[config.mk]
export PLATFORM = sky130hd
export DESIGN_NAME = tt_um_addon
export DESIGN_NICKNAME = d
export VERILOG_FILES = /design/src/rtl/tt_um_addon.sv
export SDC_FILE = /design/constraint.sdc
export NUM_CORES = 1
export LEC_CHECK = 0
export CORE_MARGIN = 8
export CORE_UTILIZATION = 53
export CTS_BUF_LIST = sky130_fd_sc_hd__clkbuf_16
export DETAILED_ROUTE_END_ITERATION = 8
export PLACE_DENSITY = 0.69
export SLEW_MARGIN = 5
export SYNTH_ARGS = -nofsm -noshare
export SYNTH_HDL_FRONTEND = slang
export SYNTH_SLANG_ARGS = --single-unit
[constraint.sdc]
create_clock -name clk -period 6 [get_ports clk]
set_input_delay 1.8 -clock clk [delete_from_list [all_inputs] [get_ports clk]]
set_output_delay 1.8 -clock clk [all_outputs]
set_load 0.03 [all_outputs]
[src/rtl/tt_um_addon.sv]
// Euclidean magnitude |(X,Y)| = floor(sqrt(X^2+Y^2)), saturated to 8 bits, via a
// 1-cycle square stage and a 9-cycle bit-serial root. Define SQRT_ROUND_EN to round to nearest.
module tt_um_addon (
  input  logic       clk,
  input  logic       rst_n,
  input  logic       ena,
  input  logic [7:0] ui_in,
  input  logic [7:0] uio_in,
  output logic [7:0] uo_out,
  output logic [7:0] uio_out,
  output logic [7:0] uio_oe
);
  localparam logic [1:0] IDLE   = 2'd0;
  localparam logic [1:0] SQUARE = 2'd1;
  localparam logic [1:0] ROOT   = 2'd2;

  logic [1:0]  state_q, state_d;
  logic        busy;
  logic [7:0]  x_q, x_d, y_q, y_d, uo_q, uo_d;
  logic [17:0] s_q, s_d;
  logic [9:0]  rem_q, rem_d;
  logic [8:0]  root_q, root_d;
  logic [3:0]  cnt_q, cnt_d;
  logic        ld_op, do_square, do_root, last_step;

  logic [15:0] xx, yy;
  logic [16:0] sq_sum;
  logic [11:0] rem_sh, trial;
  logic [9:0]  rem_nx;
  logic [8:0]  root_nx;
  logic [9:0]  q_adj;

  // State register; busy mirrors "next state is not IDLE" so it is a true flop.
  always_ff @(posedge clk or negedge rst_n) begin
    if (!rst_n) begin
      state_q <= IDLE;
      busy    <= 1'b0;
    end else begin
      state_q <= state_d;
      busy    <= (state_d != IDLE);
    end
  end

  always_comb begin
    state_d = IDLE;
    case (state_q)
      IDLE:    state_d = ena ? SQUARE : IDLE;
      SQUARE:  state_d = ROOT;
      ROOT:    state_d = (cnt_q == 4'd8) ? IDLE : ROOT;
      default: state_d = IDLE;
    endcase
  end

  always_comb begin
    ld_op     = (state_q == IDLE) && ena;
    do_square = (state_q == SQUARE);
    do_root   = (state_q == ROOT);
    last_step = do_root && (cnt_q == 4'd8);
  end

  assign xx     = x_q * x_q;
  assign yy     = y_q * y_q;
  assign sq_sum = {1'b0, xx} + {1'b0, yy};

  // Restoring root: bring down the next radicand bit pair, try subtracting 4*root+1.
  always_comb begin
    rem_sh = {rem_q, s_q[17:16]};
    trial  = {1'b0, root_q, 2'b01};
    if (rem_sh >= trial) begin
      rem_nx  = 10'(rem_sh - trial);
      root_nx = {root_q[7:0], 1'b1};
    end else begin
      rem_nx  = rem_sh[9:0];
      root_nx = {root_q[7:0], 1'b0};
    end
  end

`ifdef SQRT_ROUND_EN
  assign q_adj = {1'b0, root_nx} + ((rem_nx > {1'b0, root_nx}) ? 10'd1 : 10'd0);
`else
  assign q_adj = {1'b0, root_nx};
`endif

  always_comb begin
    x_d    = x_q;
    y_d    = y_q;
    s_d    = s_q;
    rem_d  = rem_q;
    root_d = root_q;
    cnt_d  = cnt_q;
    uo_d   = uo_q;
    if (ld_op) begin
      x_d = ui_in;
      y_d = uio_in;
    end
    if (do_square) begin
      s_d    = {1'b0, sq_sum};
      rem_d  = '0;
      root_d = '0;
      cnt_d  = '0;
    end
    if (do_root) begin
      s_d    = {s_q[15:0], 2'b00};
      rem_d  = rem_nx;
      root_d = root_nx;
      cnt_d  = cnt_q + 4'd1;
    end
    if (last_step) uo_d = (q_adj > 10'd255) ? 8'hFF : q_adj[7:0];
  end

  always_ff @(posedge clk or negedge rst_n) begin
    if (!rst_n) begin
      x_q    <= '0;
      y_q    <= '0;
      s_q    <= '0;
      rem_q  <= '0;
      root_q <= '0;
      cnt_q  <= '0;
      uo_q   <= '0;
    end else begin
      x_q    <= x_d;
      y_q    <= y_d;
      s_q    <= s_d;
      rem_q  <= rem_d;
      root_q <= root_d;
      cnt_q  <= cnt_d;
      uo_q   <= uo_d;
    end
  end

  assign uo_out  = uo_q;
  assign uio_out = 8'h00;
  assign uio_oe  = 8'h00;
endmodule

# After elaboration in Yosys (flattened, before gate mapping)
# Cells that the tools add are included.
dict set report word_totals {
  regBits 67
  inputBits 19
  out_inout_bits 24
  wordCells 36
}
dict set report classes {
  addsub 3
  multipliers 2
  order_cmp 2
  n_eq_ne 3
  n_mux 14
  reduce_logical 4
}
# cell n
set ops {}
lappend ops {{18-bit two-way mux} 2}
lappend ops {{8-bit by 8-bit multiplier with 16-bit output} 2}
lappend ops {{10-bit two-way mux} 3}
lappend ops {{9-bit two-way mux} 2}
lappend ops {{16-bit by 16-bit adder with 17-bit output} 1}
lappend ops {{12-bit by 11-bit greater-or-equal comparator with 1-bit output} 1}
lappend ops {{10-bit subtractor} 1}
lappend ops {{9-bit by 8-bit > comparator with 1-bit output, second input constant} 1}
lappend ops {{4-bit two-way mux} 2}
lappend ops {{8-bit two-way mux} 1}
lappend ops {{2-bit case mux with 3 select lines} 1}
lappend ops {{4-bit by 1-bit adder with 4-bit output, second input constant} 1}
lappend ops {{4-bit == test, second input constant} 1}
lappend ops {{2-bit by 1-bit == test with 1-bit output, second input constant} 1}
lappend ops {{2-bit == test, second input constant} 1}
lappend ops {{1-bit logical AND} 2}
lappend ops {{2-bit zero test} 1}
lappend ops {{1-bit two-way mux} 2}
lappend ops {{2-bit two-way mux} 1}
lappend ops {{2-bit nonzero test} 1}

# Longest topological paths before layout
# Gate-level depths: netlist of the first run.
dict set report logic_depth {
  word_depth 4
  mapped_depth 22
  depth_no_buf 20
}

# Worst setup path after synthesis of the first run
# No wires, ideal clock.
dict set report synth_path {
  path_type {reg2reg}
  startpoint {register y_q[5]}
  endpoint {register s_q[15]}
  setup_ps 132
  arrival_ps 5080
  required_time_ps 5868
  slack_ps 787
  stages_incl_launch_ff 19
  path_buffers 1
  cell_sequence {dfrtp_1 -> clkbuf_1 -> inv_2 -> nor2_1 -> fa_1 -> fa_1 -> fa_1 -> fa_1 -> fa_1 -> inv_1 -> fa_1 -> inv_1 -> ha_1 -> a21o_1 -> nand3_1 -> and3b_1 -> o221ai_1 -> xnor2_1 -> o21ai_1}
}
dict set report synth_between {
  elab_chain_len 4
}
# element line
set synth_rtl {}
lappend synth_rtl {{start: declaration} 19} ;# logic [7:0] x_q, x_d, y_q, y_d, uo_q, uo_d;
lappend synth_rtl {{start signal: assignment} 122} ;# y_q <= y_d;
lappend synth_rtl {{8-bit by 8-bit multiplier with 16-bit output} 62} ;# assign yy = y_q * y_q;
lappend synth_rtl {{16-bit by 16-bit adder with 17-bit output} 63} ;# assign sq_sum = {1'b0, xx} + {1'b0, yy};
lappend synth_rtl {{18-bit two-way mux} 96} ;# if (do_square) begin
lappend synth_rtl {{18-bit two-way mux} 102} ;# if (do_root) begin
lappend synth_rtl {{end signal: assignment} 115} ;# s_q <= '0;
lappend synth_rtl {{end signal: assignment} 123} ;# s_q <= s_d;
lappend synth_rtl {{end: declaration} 20} ;# logic [17:0] s_q, s_d;
# Every way passes these cells. The select of a mux whose other input is x is not followed.
# A chain may end at the register's enable or synchronous reset.

# Worst setup path after layout of the first run
dict set report layout_path {
  startpoint {register x_q[5]}
  endpoint {register s_q[12]}
}
dict set report layout_between {
  elab_chain_len 4
}
# element line
set layout_rtl {}
lappend layout_rtl {{start: declaration} 19}
lappend layout_rtl {{start signal: assignment} 113} ;# x_q <= '0;
lappend layout_rtl {{start signal: assignment} 121} ;# x_q <= x_d;
lappend layout_rtl {{8-bit by 8-bit multiplier with 16-bit output} 61} ;# assign xx = x_q * x_q;
lappend layout_rtl {{16-bit by 16-bit adder with 17-bit output} 63}
lappend layout_rtl {{18-bit two-way mux} 96}
lappend layout_rtl {{18-bit two-way mux} 102}
# Every way passes these cells. The select of a mux whose other input is x is not followed.

==> results.txt, run 1 <==
----------------------------------------------------
[Synthesis]
  Ys Warns ... 0
  Sequential element share of the synthesized area ... 24.0%
  Synth area leaders ... dfrtp_1 (24%), fa_1 (22%), ha_1 (13%), inv_1 (6.7%), and2_1 (3.1%)
  Post-synth top area cell ... dfrtp_1
  Synthesized instance count ... 733
  Number of register bits inferred by synthesis ... 67
  Compound-gate portion of the synthesized area ... 10.1%
  Post-synth EDFFs ... 0
  Share of synthesized area spent on multiplexers ... 5.31%
  Netlist cell types ... 59
  Most common flop cell mapped by yosys ... dfrtp_1
  Netlist area before placement ... 0.00699 mm^2
  Portion of synthesized cell area occupied by the leading cell type ... 24.0%
  Mean Syn Cell Area ... 9.54 um^2
  XOR/XNOR share of the synthesized area ... 2.88%
  Fraction of registers with async set or reset after synthesis ... 100%
  Post-Synth Adder-Cell Area ... 34.8%
  Combinational family with the most area after synthesis ... adder cells
  Simple-Gate Fraction of Synth Area ... 12.7%

[Worst setup path]
  Arr. time, crit path ... 5750 ps
  Biggest cell delay along the critical path ... 570 ps
  R2R Setup Slk ... 470 ps
  Worst path required time ... 6220 ps
  Startpoint class of the critical path ... flip-flop
  Dominant delay contributor by cell family on the critical path ... adder cells
  Number of buffer and inverter stages on the critical path ... 3
  Slowest-stage cell, CP ... dfrtp_1
  CP most frequent cell ... fa_1
  CP Cell Sequence ... nand2_1 > fa_1 > fa_1 > inv_1 > fa_1 > fa_1 > fa_1 > inv_1 > fa_1 > inv_1 > ha_1 > o21ai_1 > o21bai_1 > a21oi_1 > o21bai_1 > mux2i_1 > nand2_1
  Crit. End Element ... flip-flop
  Worst setup path class ... reg -> reg
  Max Fanout on Critical Path ... 10

[Placed design]
  Final GP Congestion ... 0.840
  # port buffers ... 26
  Area after DPL ... 0.00732 mm^2
  Post-DP HPWL ... 11.2 mm

[Clocking]
  Buffers inserted by post-CTS timing repair ... 0
  Worst-path clk slew ... 60 ps
  Clock net sink count ... 67
  Total of cells resized after clock tree synthesis ... 0
  Maximum buffer depth of the clock tree ... 2
  Number of H-tree levels ... 3
  TritonCTS clock tree ... yes
  Clock latency on the worst-skew pair ... 350 ps
  TritonCTS buffer count ... 9
  CTS Hold Buffers Added ... 0
  Clock root buffer ... clkbuf_16

[Timing]
  Total setup violations reported at the end of the flow ... 0
  Relative max-transition margin ... 38.7%
  Final worst path period share ... 92.1%
  Maximum achievable frequency ... 181 MHz
  Final critical delay including setup and external delays ... 5530 ps
  Post-Route Skew ... 12.5 ps
  Post-route worst hold slack ... 480 ps
  Sum of negative setup slack ... 0 ps
  Count of final hold-check violations ... 0
  Setup repair after global routing missed its margin ... false
  Max Slew Vio Count ... 0
  Least-Margin Pin Slew ... 917 ps

[Floorplanning]
  Die Ht ... 131 um
  Die span in x ... 131 um
  FP Rows ... 42
  Die ar. ... 0.0171 mm^2
  Initial Util ... 53.5%
  IO Count ... 43
  Core outline area ... 0.0131 mm^2

[Run status]
  Outcome ... complete, no violations

[GRT]
  Overall fraction of global-route tracks in use ... 18.4%
  Vias in the first global route ... 5251
  Grt ovf ... 0
  Global-route wire length before repair ... 24.8 mm
  Pin count of the biggest net entering global routing ... 60
  Antenna violations before repair ... 0

[Finish]
  Fillcell total ... 1145
  Antenna diode instance count ... 0
  Syn-to-layout area delta ... 8.77%
  Multi-input gate area ... 0.00466 mm^2
  Most frequent standard cell in the layout excluding fill and tap cells ... inv_1
  Footprint of the flip-flops and latches ... 0.00168 mm^2
  Final nets ... 914
  Post-Layout Inst Area ... 0.00761 mm^2
  Top library cells by usage in the layout, fill and taps aside ... inv_1 (125), fa_1 (76), ha_1 (73)
  Fraction of final layout cells sized beyond drive strength 1 ... 3.73%

[Detailed routing]
  Mean number of vias per cell ... 5.31
  Starting DRC count in detailed routing ... 249
  DR vias ... 4920
  Post-detailed-routing wire length ... 14.1 mm
  Average detailed-routed wire length per instance ... 15.2 um
  First-pass detailed-route iteration total ... 4
  Residual DRC count ... 0
  Number of antenna-violating nets in the routed design ... 0

[Worst hold path]
  Worst min-delay path category ... reg -> reg

[Flow run]
  Max cap viols ... 0

----------------------------------------------------
through the flow:
| stage | utilization (%) | setup slack, ps | instances |
|---|---|---|---|
| 2_1_floorplan | - | 787 | 748 |
| 3_3_place_gp | 55.9 | 613 | 911 |
| 3_5_place_dp | 55.9 | 475 | 911 |
| 4_1_cts | 58.1 | 457 | 926 |
| 5_1_grt | 58.1 | 144 | 926 |
| 6_report | 58.1 | 475 | 926 |
cell families (layout without fill, tap and decap cells):
kind of cell / after synthesis / in the layout
flops: 67 / 67
buf+inv: 169 / 171
fa+ha+maj: 149 / 149
compound gates: 110 / 110
other cells: 1 / 16
xor+xnor: 23 / 23
mux: 35 / 35
simple gates: 179 / 179
flip-flops by register name, indices dropped and copies added (netlist names):
name,flops
x_q,8
s_q,18
uo_out,8
root_q,9
rem_q,10
y_q,8
state_q,2
cnt_q,4
path summary, 6_finish.rpt:
kind | startpoint | to | cells after the start
max | x_q[5] | s_q[12] | 17
min | uo_out[3] | uo_out[3] | 2
max reg2reg | x_q[5] | s_q[12] | 17
min reg2reg | uo_out[3] | uo_out[3] | 2
max in group asynchronous | rst_n | y_q[5] | 2
min in group asynchronous | rst_n | cnt_q[1] | 1
tightest hold or removal path: stages (launching register included):
cell and delay (ps):
dfrtp_1 340, nand2_1 50, o21ai_1 60
routing by layer:
layer	track usage (%)	share of wire (%)
met5	0	0
met2	31.0	50
met3	3.25	3.5
met1	23.4	45
met4	5.94	1.4
cell type report:
| type | count | area share, % |
|---|---|---|
| Tap cell | 176 | 2.89 |
| Clock buffer | 9 | 2.96 |
| Clock inverter | 6 | 0.872 |
| Sequential cell | 67 | 22.0 |
| Inverter | 127 | 6.27 |
| Timing Repair Buffer | 29 | 3.65 |
| Multi-Input combinational cell | 512 | 61.3 |
Yosys cell counts (18+ instances only):
master and instances:
inv_1 124, fa_1 76, ha_1 73, dfrtp_1 67, nand2_1 55, o21ai_1 36
and2_1 35, nor2_1 31, a21oi_1 28, clkbuf_1 19, mux2i_1 18
Power of run 1 is not shown: default switching activity piles up to over one toggle a cycle in this logic, so the estimate is an artifact.
==> run 2, diff against run 1 <==
--- a/config.mk
+++ b/config.mk
@@ -6,10 +6,11 @@
 export NUM_CORES = 1
 export LEC_CHECK = 0
 export CORE_MARGIN = 8
-export CORE_UTILIZATION = 53
+export CORE_UTILIZATION = 50
 export CTS_BUF_LIST = sky130_fd_sc_hd__clkbuf_16
 export DETAILED_ROUTE_END_ITERATION = 8
-export PLACE_DENSITY = 0.69
+export PLACE_DENSITY = 0.66
+export RECOVER_POWER = 100
 export SLEW_MARGIN = 5
 export SYNTH_ARGS = -nofsm -noshare
 export SYNTH_HDL_FRONTEND = slang
==> run 2 against run 1 <==
The run now ends with max-capacitance violations, max-slew violations left. Maximum frequency shrank 2.1%. Cell count grew 0.65%. Non-clock buffer count grew 1. Worst hold slack lost 3.7 ps. First-iteration DRC count grew 19%. Critical path type unchanged. Largest cell class unchanged.
==> results.txt, run 2 (synthesis gave the netlist of run 1 again) <==
----------------------------------------------------
[Worst setup path]
  Slowest-stage cell, CP ... dfrtp_1 (unchanged)
  CP Cell Sequence ... nand2_1 > fa_1 > fa_1 > inv_1 > fa_1 > fa_1 > fa_1 > inv_1 > fa_1 > inv_1 > ha_1 > o21ai_0 > o21bai_1 > a21oi_1 > a21oi_1 > xor2_1 > a221o_1 (was nand2_1 > fa_1 > fa_1 > inv_1 > fa_1 > fa_1 > fa_1 > inv_1 > fa_1 > inv_1 > ha_1 > o21ai_1 > o21bai_1 > a21oi_1 > o21bai_1 > mux2i_1 > nand2_1)
  Worst setup path class ... reg -> reg (unchanged)
  Biggest cell delay along the critical path ... 560 ps (was 570 ps)
  Crit. End Element ... flip-flop (unchanged)
  Max Fanout on Critical Path ... 10 (unchanged)
  CP most frequent cell ... fa_1 (unchanged)
  Capture instance of the worst register-to-register path ... s_q[10] (was s_q[12])
  R2R Setup Slk ... 360 ps (was 470 ps)
  Worst path required time ... 6220 ps (about the same)
  FF-to-FF path depth ... 17 (unchanged)
  Startpoint class of the critical path ... flip-flop (unchanged)
  RR Startpoint ... x_q[0] (was x_q[5])
  Arr. time, crit path ... 5870 ps (was 5750 ps)

[Timing]
  Maximum achievable frequency ... 177 MHz (was 181 MHz)
  Sum of negative setup slack ... 0 ps (unchanged)
  Post-Route Skew ... 5.57 ps (was 12.5 ps)
  Final worst path period share ... 94.1% (was 92.1%)
  Count of final hold-check violations ... 0 (unchanged)
  Total setup violations reported at the end of the flow ... 0 (unchanged)
  Setup repair after global routing missed its margin ... false (unchanged)
  Least-Margin Pin Slew ... 2320 ps (was 917 ps)
  Max Slew Vio Count ... 138 (was 0)
  Final critical delay including setup and external delays ... 5640 ps (was 5530 ps)
  Relative max-transition margin ... -54.4% (was 38.7%)

[Floorplanning]
  Core outline area ... 0.0138 mm^2 (was 0.0131 mm^2)
  Die ar. ... 0.0180 mm^2 (was 0.0171 mm^2)
  FP Rows ... 43 (was 42)
  Initial Util ... 50.8% (was 53.5%)
  IO Count ... 43 (unchanged)
  Die Ht ... 134 um (was 131 um)
  Die span in x ... 134 um (was 131 um)

[GRT]
  Vias in the first global route ... 5085 (was 5251)
  Antenna violations before repair ... 0 (unchanged)
  Overall fraction of global-route tracks in use ... 16.8% (was 18.4%)
  Grt ovf ... 0 (unchanged)
  Pin count of the biggest net entering global routing ... 52 (was 60)
  Global-route wire length before repair ... 24.6 mm (was 24.8 mm)

[Finish]
  Fillcell total ... 1268 (was 1145)
  Antenna diode instance count ... 0 (unchanged)
  Fraction of final layout cells sized beyond drive strength 1 ... 2.66% (was 3.73%)
  Top library cells by usage in the layout, fill and taps aside ... inv_1 (125), fa_1 (76), ha_1 (73) (unchanged)
  Syn-to-layout area delta ... 8.18% (was 8.77%)
  Multi-input gate area ... 0.00465 mm^2 (was 0.00466 mm^2)
  Largest Register ... s_q (unchanged)
  Most frequent standard cell in the layout excluding fill and tap cells ... inv_1 (unchanged)
  Footprint of the flip-flops and latches ... 0.00168 mm^2 (unchanged)
  Leading registers by flop count ... s_q (18), rem_q (10), root_q (9) (unchanged)
  Final nets ... 915 (was 914)
  Flip-flop count of the largest register after layout ... 18 (unchanged)

[Detailed routing]
  Starting DRC count in detailed routing ... 296 (was 249)
  Number of antenna-violating nets in the routed design ... 0 (unchanged)
  First-pass detailed-route iteration total ... 5 (was 4)
  Residual DRC count ... 0 (unchanged)
  Mean number of vias per cell ... 5.29 (was 5.31)
  Average detailed-routed wire length per instance ... 15.4 um (was 15.2 um)
  DR vias ... 4927 (was 4920)
  Post-detailed-routing wire length ... 14.3 mm (was 14.1 mm)

[Worst hold path]
  Hold Path Sink ... uo_out[2] (was uo_out[3])
  Worst hold path depth ... 2 (unchanged)
  Critical hold path startpoint ... uo_out[2] (was uo_out[3])
  Worst min-delay path category ... reg -> reg (unchanged)

[Clocking]
  Clock root buffer ... clkbuf_16 (unchanged)
  Buffers inserted by post-CTS timing repair ... 0 (unchanged)
  Number of H-tree levels ... 3 (unchanged)
  Clock latency on the worst-skew pair ... 340 ps (was 350 ps)
  CTS Hold Buffers Added ... 0 (unchanged)
  Worst-path clk slew ... 60 ps (about the same)
  Total of cells resized after clock tree synthesis ... 0 (unchanged)
  Maximum buffer depth of the clock tree ... 2 (unchanged)
  TritonCTS buffer count ... 9 (unchanged)
  Clock net sink count ... 67 (unchanged)
  TritonCTS clock tree ... yes (unchanged)

[Placed design]
  Post-DP HPWL ... 11.5 mm (was 11.2 mm)
  Final GP Congestion ... 0.862 (was 0.840)
  # port buffers ... 26 (unchanged)

[Run status]
  Violated checks ... max-capacitance violations, max-slew violations
  Outcome ... finished with violations (was complete, no violations)

[Flow run]
  Max cap viols ... 4 (was 0)

----------------------------------------------------
==> run 2: worst max-delay path by stage <==
| stage | from | end | depth (start not counted) |
|---|---|---|---|
| after global routing | x_q[0] | s_q[10] | 17 |
| after detailed placement | x_q[0] | s_q[12] | 17 |
| after global placement | x_q[0] | s_q[12] | 17 |
| after CTS | x_q[0] | s_q[12] | 17 |
| final | x_q[0] | s_q[10] | 17 |
| after floorplan | y_q[5] | s_q[15] | 18 |
==> run 2: critical path, delay by kind of cell (launching register included) <==
kind	cells	cell delay, ps
simple gates	1	200
compound gates	5	1010
buf+inv	3	150
flops	1	560
xor+xnor	1	160
fa+ha+maj	7	3450
==> run 2: per-stage QoR <==
stage | cell area, um^2 | cells | hold WS [ps] | setup slack, ps | utilization (%)
floorplan | 7050 | 748 | 457 | 787 | -
CTS | 7600 | 932 | 497 | 375 | 55.2
global route | 7570 | 932 | 519 | 64.4 | 54.9
detailed placement | 7330 | 916 | 484 | 403 | 53.2
finish | 7570 | 932 | 476 | 355 | 54.9
global placement | 7330 | 916 | 467 | 459 | 53.2
==> run 2: final cells by class <==
type | count | share of cell area, %
sequential | 67 | 22.2
multi-input combinational | 512 | 61.4
timing repair buffer | 30 | 3.61
clock inverter | 7 | 0.562
clock buffer | 9 | 2.98
inverter | 127 | 6.30
tap | 180 | 2.98
==> run 2: metal layers <==
metal | vias up | GRT usage (%) | part of all wire, %
met4 | 0 | 4.80 | 1.1
met3 | 10 | 2.58 | 4.1
li1 | 2374 | - | -
met5 | - | 0 | 0
met1 | 2452 | 22.4 | 46
met2 | 91 | 27.6 | 49
Power of run 2 is left out for the same reason.
==> run 3, diff against run 2 <==
--- a/config.mk
+++ b/config.mk
@@ -11,6 +11,7 @@
 export DETAILED_ROUTE_END_ITERATION = 8
 export PLACE_DENSITY = 0.66
 export RECOVER_POWER = 100
+export SKIP_CTS_REPAIR_TIMING = 1
 export SLEW_MARGIN = 5
 export SYNTH_ARGS = -nofsm -noshare
 export SYNTH_HDL_FRONTEND = slang
==> results of run 3 <==
No change in the layout: final DEF, timing and power equal those of run 2.
Power of run 3 is left out for the same reason.
